### src/rtl/seq_det_pkg.sv
// Shared constants and elaboration-time helpers for the parametrised sequence detector.
package seq_det_pkg;

    // Output style selectors for the MOORE parameter
    localparam int unsigned MODE_MEALY = 0;
    localparam int unsigned MODE_MOORE = 1;

    // Longest supported pattern and the packed transition-table geometry
    localparam int          LEN_MAX  = 16;
    localparam int unsigned TBL_W    = 4;
    localparam int unsigned TBL_BITS = 2 * 16 * TBL_W;

    // Bit of the pattern at stream position pos (position 0 is received first)
    function automatic logic pat_bit(input logic [15:0] pattern, input int len, input int pos);
        return pattern[4'(len - 1 - pos)];
    endfunction

    // KMP transition: longest proper prefix of the pattern that is a suffix of
    // (first k pattern bits followed by b). Capped below len, so a full match
    // collapses to the border length.
    function automatic int next_k(input logic [15:0] pattern, input int len,
                                  input int k, input logic b);
        int   best;
        int   q;
        logic ok;
        logic sb;
        best = 0;
        for (int j = 1; j < LEN_MAX; j++) begin
            if (j < len && j <= k + 1) begin
                ok = 1'b1;
                for (int p = 0; p < LEN_MAX; p++) begin
                    if (p < j) begin
                        q  = k + 1 - j + p;
                        sb = (q == k) ? b : pat_bit(pattern, len, q);
                        if (pat_bit(pattern, len, p) != sb) begin
                            ok = 1'b0;
                        end
                    end
                end
                if (ok) begin
                    best = j;
                end
            end
        end
        return best;
    endfunction

    // Longest proper prefix of the pattern that is also its suffix
    function automatic int border(input logic [15:0] pattern, input int len);
        int   best;
        logic ok;
        best = 0;
        for (int j = 1; j < LEN_MAX; j++) begin
            if (j < len) begin
                ok = 1'b1;
                for (int p = 0; p < LEN_MAX; p++) begin
                    if (p < j && pat_bit(pattern, len, p) != pat_bit(pattern, len, len - j + p)) begin
                        ok = 1'b0;
                    end
                end
                if (ok) begin
                    best = j;
                end
            end
        end
        return best;
    endfunction

    // Flattened next-state table indexed by {k, bit}, TBL_W bits per entry
    function automatic logic [TBL_BITS-1:0] build_next_table(input logic [15:0] pattern,
                                                            input int len);
        logic [TBL_BITS-1:0] tbl;
        tbl = '0;
        for (int k = 0; k < LEN_MAX; k++) begin
            for (int b = 0; b < 2; b++) begin
                if (k < len) begin
                    tbl[(k * 2 + b) * 4 +: 4] = 4'(next_k(pattern, len, k, 1'(b)));
                end
            end
        end
        return tbl;
    endfunction

endpackage

### src/rtl/seq_det_match_counter.sv
// Saturating match counter; reset beats clear, clear beats increment.
module seq_det_match_counter
    import seq_det_pkg::*;
#(
    parameter int unsigned CNT_W = 8
)(
    input  logic             clk,
    input  logic             i_rst,
    input  logic             i_inc,
    input  logic             i_clr,
    output logic [CNT_W-1:0] o_count
);

    localparam logic [CNT_W-1:0] CNT_MAX = '1;

    logic [CNT_W-1:0] r_count;

    // Count matches, holding at all-ones instead of wrapping
    always_ff @(posedge clk) begin
        if (i_rst) begin
            r_count <= '0;
        end else if (i_clr) begin
            r_count <= '0;
        end else if (i_inc && (r_count != CNT_MAX)) begin
            r_count <= r_count + CNT_W'(1);
        end
    end

    assign o_count = r_count;

endmodule

### src/rtl/seq_detector_param.sv
// Parametrised serial pattern detector with KMP fallback, selectable
// overlap and Mealy/Moore output, plus a saturating match counter.
module seq_detector_param
    import seq_det_pkg::*;
#(
    parameter int unsigned SEQ_LEN = 5,
    parameter logic [15:0] PATTERN = 16'b11011,
    parameter int unsigned OVERLAP = 0,
    parameter int unsigned MOORE   = MODE_MEALY,
    parameter int unsigned CNT_W   = 8
)(
    input  logic                       clk,
    input  logic                       rst,
    input  logic                       en,
    input  logic                       in,
    input  logic                       clr_cnt,
    output logic                       out,
    output logic [CNT_W-1:0]           match_count,
    output logic [$clog2(SEQ_LEN)-1:0] progress
);

    localparam int unsigned         KW       = $clog2(SEQ_LEN);
    localparam logic [KW-1:0]       K_LAST   = KW'(SEQ_LEN - 1);
    localparam logic [KW-1:0]       K_BORDER = KW'(border(PATTERN, int'(SEQ_LEN)));
    localparam logic [TBL_BITS-1:0] NEXT_TBL = build_next_table(PATTERN, int'(SEQ_LEN));
    localparam logic                PAT_LAST = PATTERN[0];

    // Reject illegal configurations at elaboration
    if (SEQ_LEN < 2 || SEQ_LEN > 16) begin : g_bad_len
        $error("seq_detector_param: SEQ_LEN must be in 2..16");
    end
    if ((PATTERN >> SEQ_LEN) != 16'd0) begin : g_bad_pattern
        $error("seq_detector_param: PATTERN is wider than SEQ_LEN");
    end

    logic [KW-1:0] r_k;
    logic [KW-1:0] w_k_next;
    logic          w_match;
    logic [6:0]    w_tbl_idx;
    logic [3:0]    w_tbl_k;

    // Match detect and next matched-prefix length
    always_comb begin
        w_match   = 1'b0;
        w_k_next  = r_k;
        w_tbl_idx = 7'({4'(r_k), in}) << 2;
        w_tbl_k   = NEXT_TBL[w_tbl_idx +: 4];
        if (en) begin
            w_match = (r_k == K_LAST) && (in == PAT_LAST);
            if (w_match) begin
                w_k_next = (OVERLAP != 0) ? K_BORDER : '0;
            end else begin
                w_k_next = KW'(w_tbl_k);
            end
        end
    end

    // Matched-prefix length register
    always_ff @(posedge clk) begin
        if (rst) begin
            r_k <= '0;
        end else begin
            r_k <= w_k_next;
        end
    end

    assign progress = r_k;

    if (MOORE == MODE_MOORE) begin : g_moore
        logic r_out;

        // Registered detect flag, high the cycle after the final bit
        always_ff @(posedge clk) begin
            if (rst) begin
                r_out <= 1'b0;
            end else begin
                r_out <= w_match;
            end
        end

        assign out = r_out;
    end else begin : g_mealy
        // Same-cycle detect, suppressed while in reset
        assign out = w_match & ~rst;
    end

    seq_det_match_counter #(
        .CNT_W (CNT_W)
    ) u_counter (
        .clk     (clk),
        .i_rst   (rst),
        .i_inc   (w_match),
        .i_clr   (clr_cnt),
        .o_count (match_count)
    );

endmodule
### config.mk
export PLATFORM = sky130hd
export DESIGN_NAME = seq_detector_param
export DESIGN_NICKNAME = d
export VERILOG_FILES = /design/src/rtl/seq_det_pkg.sv /design/src/rtl/seq_det_match_counter.sv /design/src/rtl/seq_detector_param.sv
export SDC_FILE = /design/constraint.sdc
export NUM_CORES = 1
export LEC_CHECK = 0
export CORE_MARGIN = 2
export CORE_UTILIZATION = 40
export CTS_CLUSTER_SIZE = 25
export DETAILED_ROUTE_END_ITERATION = 16
export PLACE_DENSITY = 0.73
export SLEW_MARGIN = 20
export SYNTH_ARGS = -nofsm -noshare
export SYNTH_HDL_FRONTEND = slang
export SYNTH_SLANG_ARGS = --single-unit
### constraint.sdc
create_clock -name clk -period 1.85 [get_ports clk]
set_clock_uncertainty 0.15 [all_clocks]
set_input_delay 0.185 -clock clk [delete_from_list [all_inputs] [get_ports clk]]
set_output_delay 0.185 -clock clk [all_outputs]
set_load 0.005 [all_outputs]
==> run_results.csv <==
group,metric,value,unit
run_status,outcome,"finished clean",
cts,cts_tree,"yes",
power,finalPower,455,uW
worst_setup_path,end_kind,"flop",
final_layout,final_core_util,68.0,%
global_route,antenna_found_initial,0,
worst_setup_path,critPathKind,"flop to flop",
placed_design,gp_congestion,0.736,
detailed_routing,drtIter0Drc,6,
timing,rsz0062_at_grt,"yes",
floorplanning,ios,17,
detailed_routing,drc,0,
worst_setup_path,critPathMaxFanout,4,
worst_setup_path,critPathMaxStageDelay,0.48,ns
final_layout,layout-drive-gt1-share,28.1,%
cts,numCtsBuffers,3,
global_route,grt_max_degree,11,
synthesis,yosysSeqAreaShare,37.3,%
global_route,grt_pass1_wl,2400,um
floorplanning,start_util,44.3,%
cts,clkSinkCount,11,
timing,worst_pin_slew,0.404,ns
timing,finalMaxSlewViolations,0,
synthesis,postSynth.asyncResetShare,0,%
synthesis,synth_commonest_cells,"dfxtp_1 (11), nor2_1 (9), a21oi_1 (5)",
placed_design,hpwl,1170,um
detailed_routing,drt-pass1-iter-count,4,
synthesis,synth_edf_count,0,
cts,cts_hold_buf,0,
synthesis,syn_area_per_cell,9.23,um^2
worst_setup_path,worst-r2r-cell-count,5,
worst_hold_path,min_path_cells,2,
worst_setup_path,arrival,1.88,ns
timing,fmax,547,MHz
worst_setup_path,crit_chain,"ha_4 > and3_4 > a211o_1 > or4b_1 > a21oi_1",
worst_setup_path,start_kind,"flop",
synthesis,yosys_warnings,0,
worst_hold_path,worstHoldPathType,"flop to flop",
detailed_routing,routed_via_density,5.46,
power,ir_drop,0.456,mV
floorplanning,num_rows,13,
detailed_routing,dr_total_vias,606,
floorplanning,dieArea,1800,um^2
synthesis,netlist_area,591,um^2
worst_setup_path,rrSetupSlack,0.02,ns
synthesis,synth_area_leaders,"dfxtp_1 (37%), xnor2_1 (5.9%), nor2_1 (5.7%)",
synthesis,synthFlopType,"dfxtp_1",
timing,period_share,98.8,%
synthesis,ys_ff_latch,11,
placed_design,numPortBuffers,16,
worst_setup_path,critPathLaunch,"u_counter.o_count[1]$_SDFFE_PP0P_",
synthesis,syn_inst,64,
worst_setup_path,r2r-start,"u_counter.o_count[1]$_SDFFE_PP0P_",
power,p_leak,0.000355,uW
cts,insertion_delay,0.27,ns
detailed_routing,ant_nets,0,
cts,clock_path_buffers,2,
power,powerDensity,502,nW/um^2
final_layout,final_nets,103,
synthesis,yosysUniqueCellTypes,31,
synthesis,synthesis.nets,70,
floorplanning,core-area,1330,um^2
worst_setup_path,cp.required,1.90,ns
final_layout,area_growth,53.6,%
timing,hold_viol_final,0,
global_route,grt_pass1_vias,540,
global_route,grt-ovfl-total,0,
worst_setup_path,cp_slowest_cell,"or4b_1",
timing,setup_viol,0,
detailed_routing,wire_per_inst,13.4,um
final_layout,antenna_cells,0,
cts,htreeDepth,1,
run,cap_violations,0,
timing,slew-limit-headroom,73.0,%
cts,cts_root_buffer,"clkbuf_4",
worst_setup_path,r2r-end,"u_counter.o_count[4]$_SDFFE_PP0P_",
worst_hold_path,min-delay-start,"u_counter.o_count[6]$_SDFFE_PP0P_",
detailed_routing,wirelength,1490,um
synthesis,synth_most_common_cell,"dfxtp_1",
synthesis,synth_top_cell_by_area,"dfxtp_1",
timing,min_period,1.83,ns
worst_hold_path,whs_endpoint,"u_counter.o_count[6]$_SDFFE_PP0P_",
global_route,grt_use_total,17.7,%
floorplanning,dieWidth,42.4,um
cts,path_clk_slew,0.07,ns
floorplanning,die_y,42.4,um
synthesis,synthDominantCellAreaShare,37.3,%
## worst max-delay path by stage
| stage | end | slack [ns] | cells after the start |
|---|---|---|---|
| 2_1_floorplan | u_counter.o_count[4]$_SDFFE_PP0P_ | 0.001 | 5 |
| 3_3_place_gp | u_counter.o_count[4]$_SDFFE_PP0P_ | -0.09 | 5 |
| 3_5_place_dp | u_counter.o_count[4]$_SDFFE_PP0P_ | -0.13 | 5 |
| 4_1_cts | u_counter.o_count[4]$_SDFFE_PP0P_ | 0.02 | 5 |
| 5_1_grt | u_counter.o_count[4]$_SDFFE_PP0P_ | -0.02 | 5 |
| 6_report | u_counter.o_count[4]$_SDFFE_PP0P_ | 0.02 | 5 |
## sequential cells by signal, indices dropped and copies added (netlist names)
register / count
u_counter.o_count: 8
progress: 3
## layout make-up
cell class,count,area (um^2)
clock buffers,4,26.3
fillers,113,427
inverters,1,3.75
multi-input cells,50,372
flip-flops and latches,11,223
well taps,15,18.8
repair buffers,30,264
## report_power, final
part	leakage (uW)	total, uW	switching (uW)	internal (uW)
clock	0.0000150	167	83.1	83.4
combinational	0.000250	44.8	18.0	26.8
sequential	0.0000898	244	4.93	239
## metal layers
metal	up-vias	GRT usage [%]	wire length (um)
met4	0	7.50	25
met2	11	27.7	678
met1	284	23.4	749
li1	307	-	-
met5	-	0	0
met3	4	3.88	33
## through the flow
step | std cells | worst slack, ns | instance area (um^2) | setup TNS [ns] | hold slack, ns
after floorplan | 64 | 0.00140 | 593 | 0 | 0.104
after global placement | 106 | -0.0926 | 862 | -0.150 | 0.343
after detailed placement | 106 | -0.127 | 862 | -0.243 | 0.347
after CTS | 110 | 0.0166 | 887 | 0 | 0.359
after global routing | 111 | -0.0247 | 907 | -0.0247 | 0.401
final | 111 | 0.0221 | 907 | 0 | 0.364
## critical path: cells and delay by family (launching register included)
kind                       cells  cell delay (ns)
and+or+nand+nor                2             0.67
AOI/OAI and AO/OA              2             0.45
adders and majority gates      1             0.15
DFF                            1             0.34
## layout by cell type, fill, tap and decap left out, types with 2 or more instances in the layout
cell,count
clkbuf_4,3
nand2_1,4
buf_4,14
nand4b_1,2
dfxtp_2,2
dfxtp_1,9
nand3_1,4
nor2_1,9
a21oi_1,5
clkdlybuf4s50_1,15
or4_1,2
xnor2_1,4
## cells by family (layout without fill, tap and decap cells)
logic type	after synthesis	after routing	synth area share (%)
AND/OR/NAND/NOR	29	29	30.9
AO/OA/AOI/OAI	14	14	18.2
flip-flops	11	11	37.3
XOR/XNOR	4	4	5.93
buffers and inverters	3	35	1.90
multiplexers	2	2	3.60
adder cells (fa/ha/maj)	1	1	2.12
## timing repair
| action | 4_1_cts | 5_1_grt |
|---|---|---|
| pin swaps | 1 | 2 |
| buffers inserted | 0 | 1 |
| gates resized for setup | 1 | 3 |
| endpoints found under the setup margin | 2 | 1 |
(Power assumes the default switching activity.)
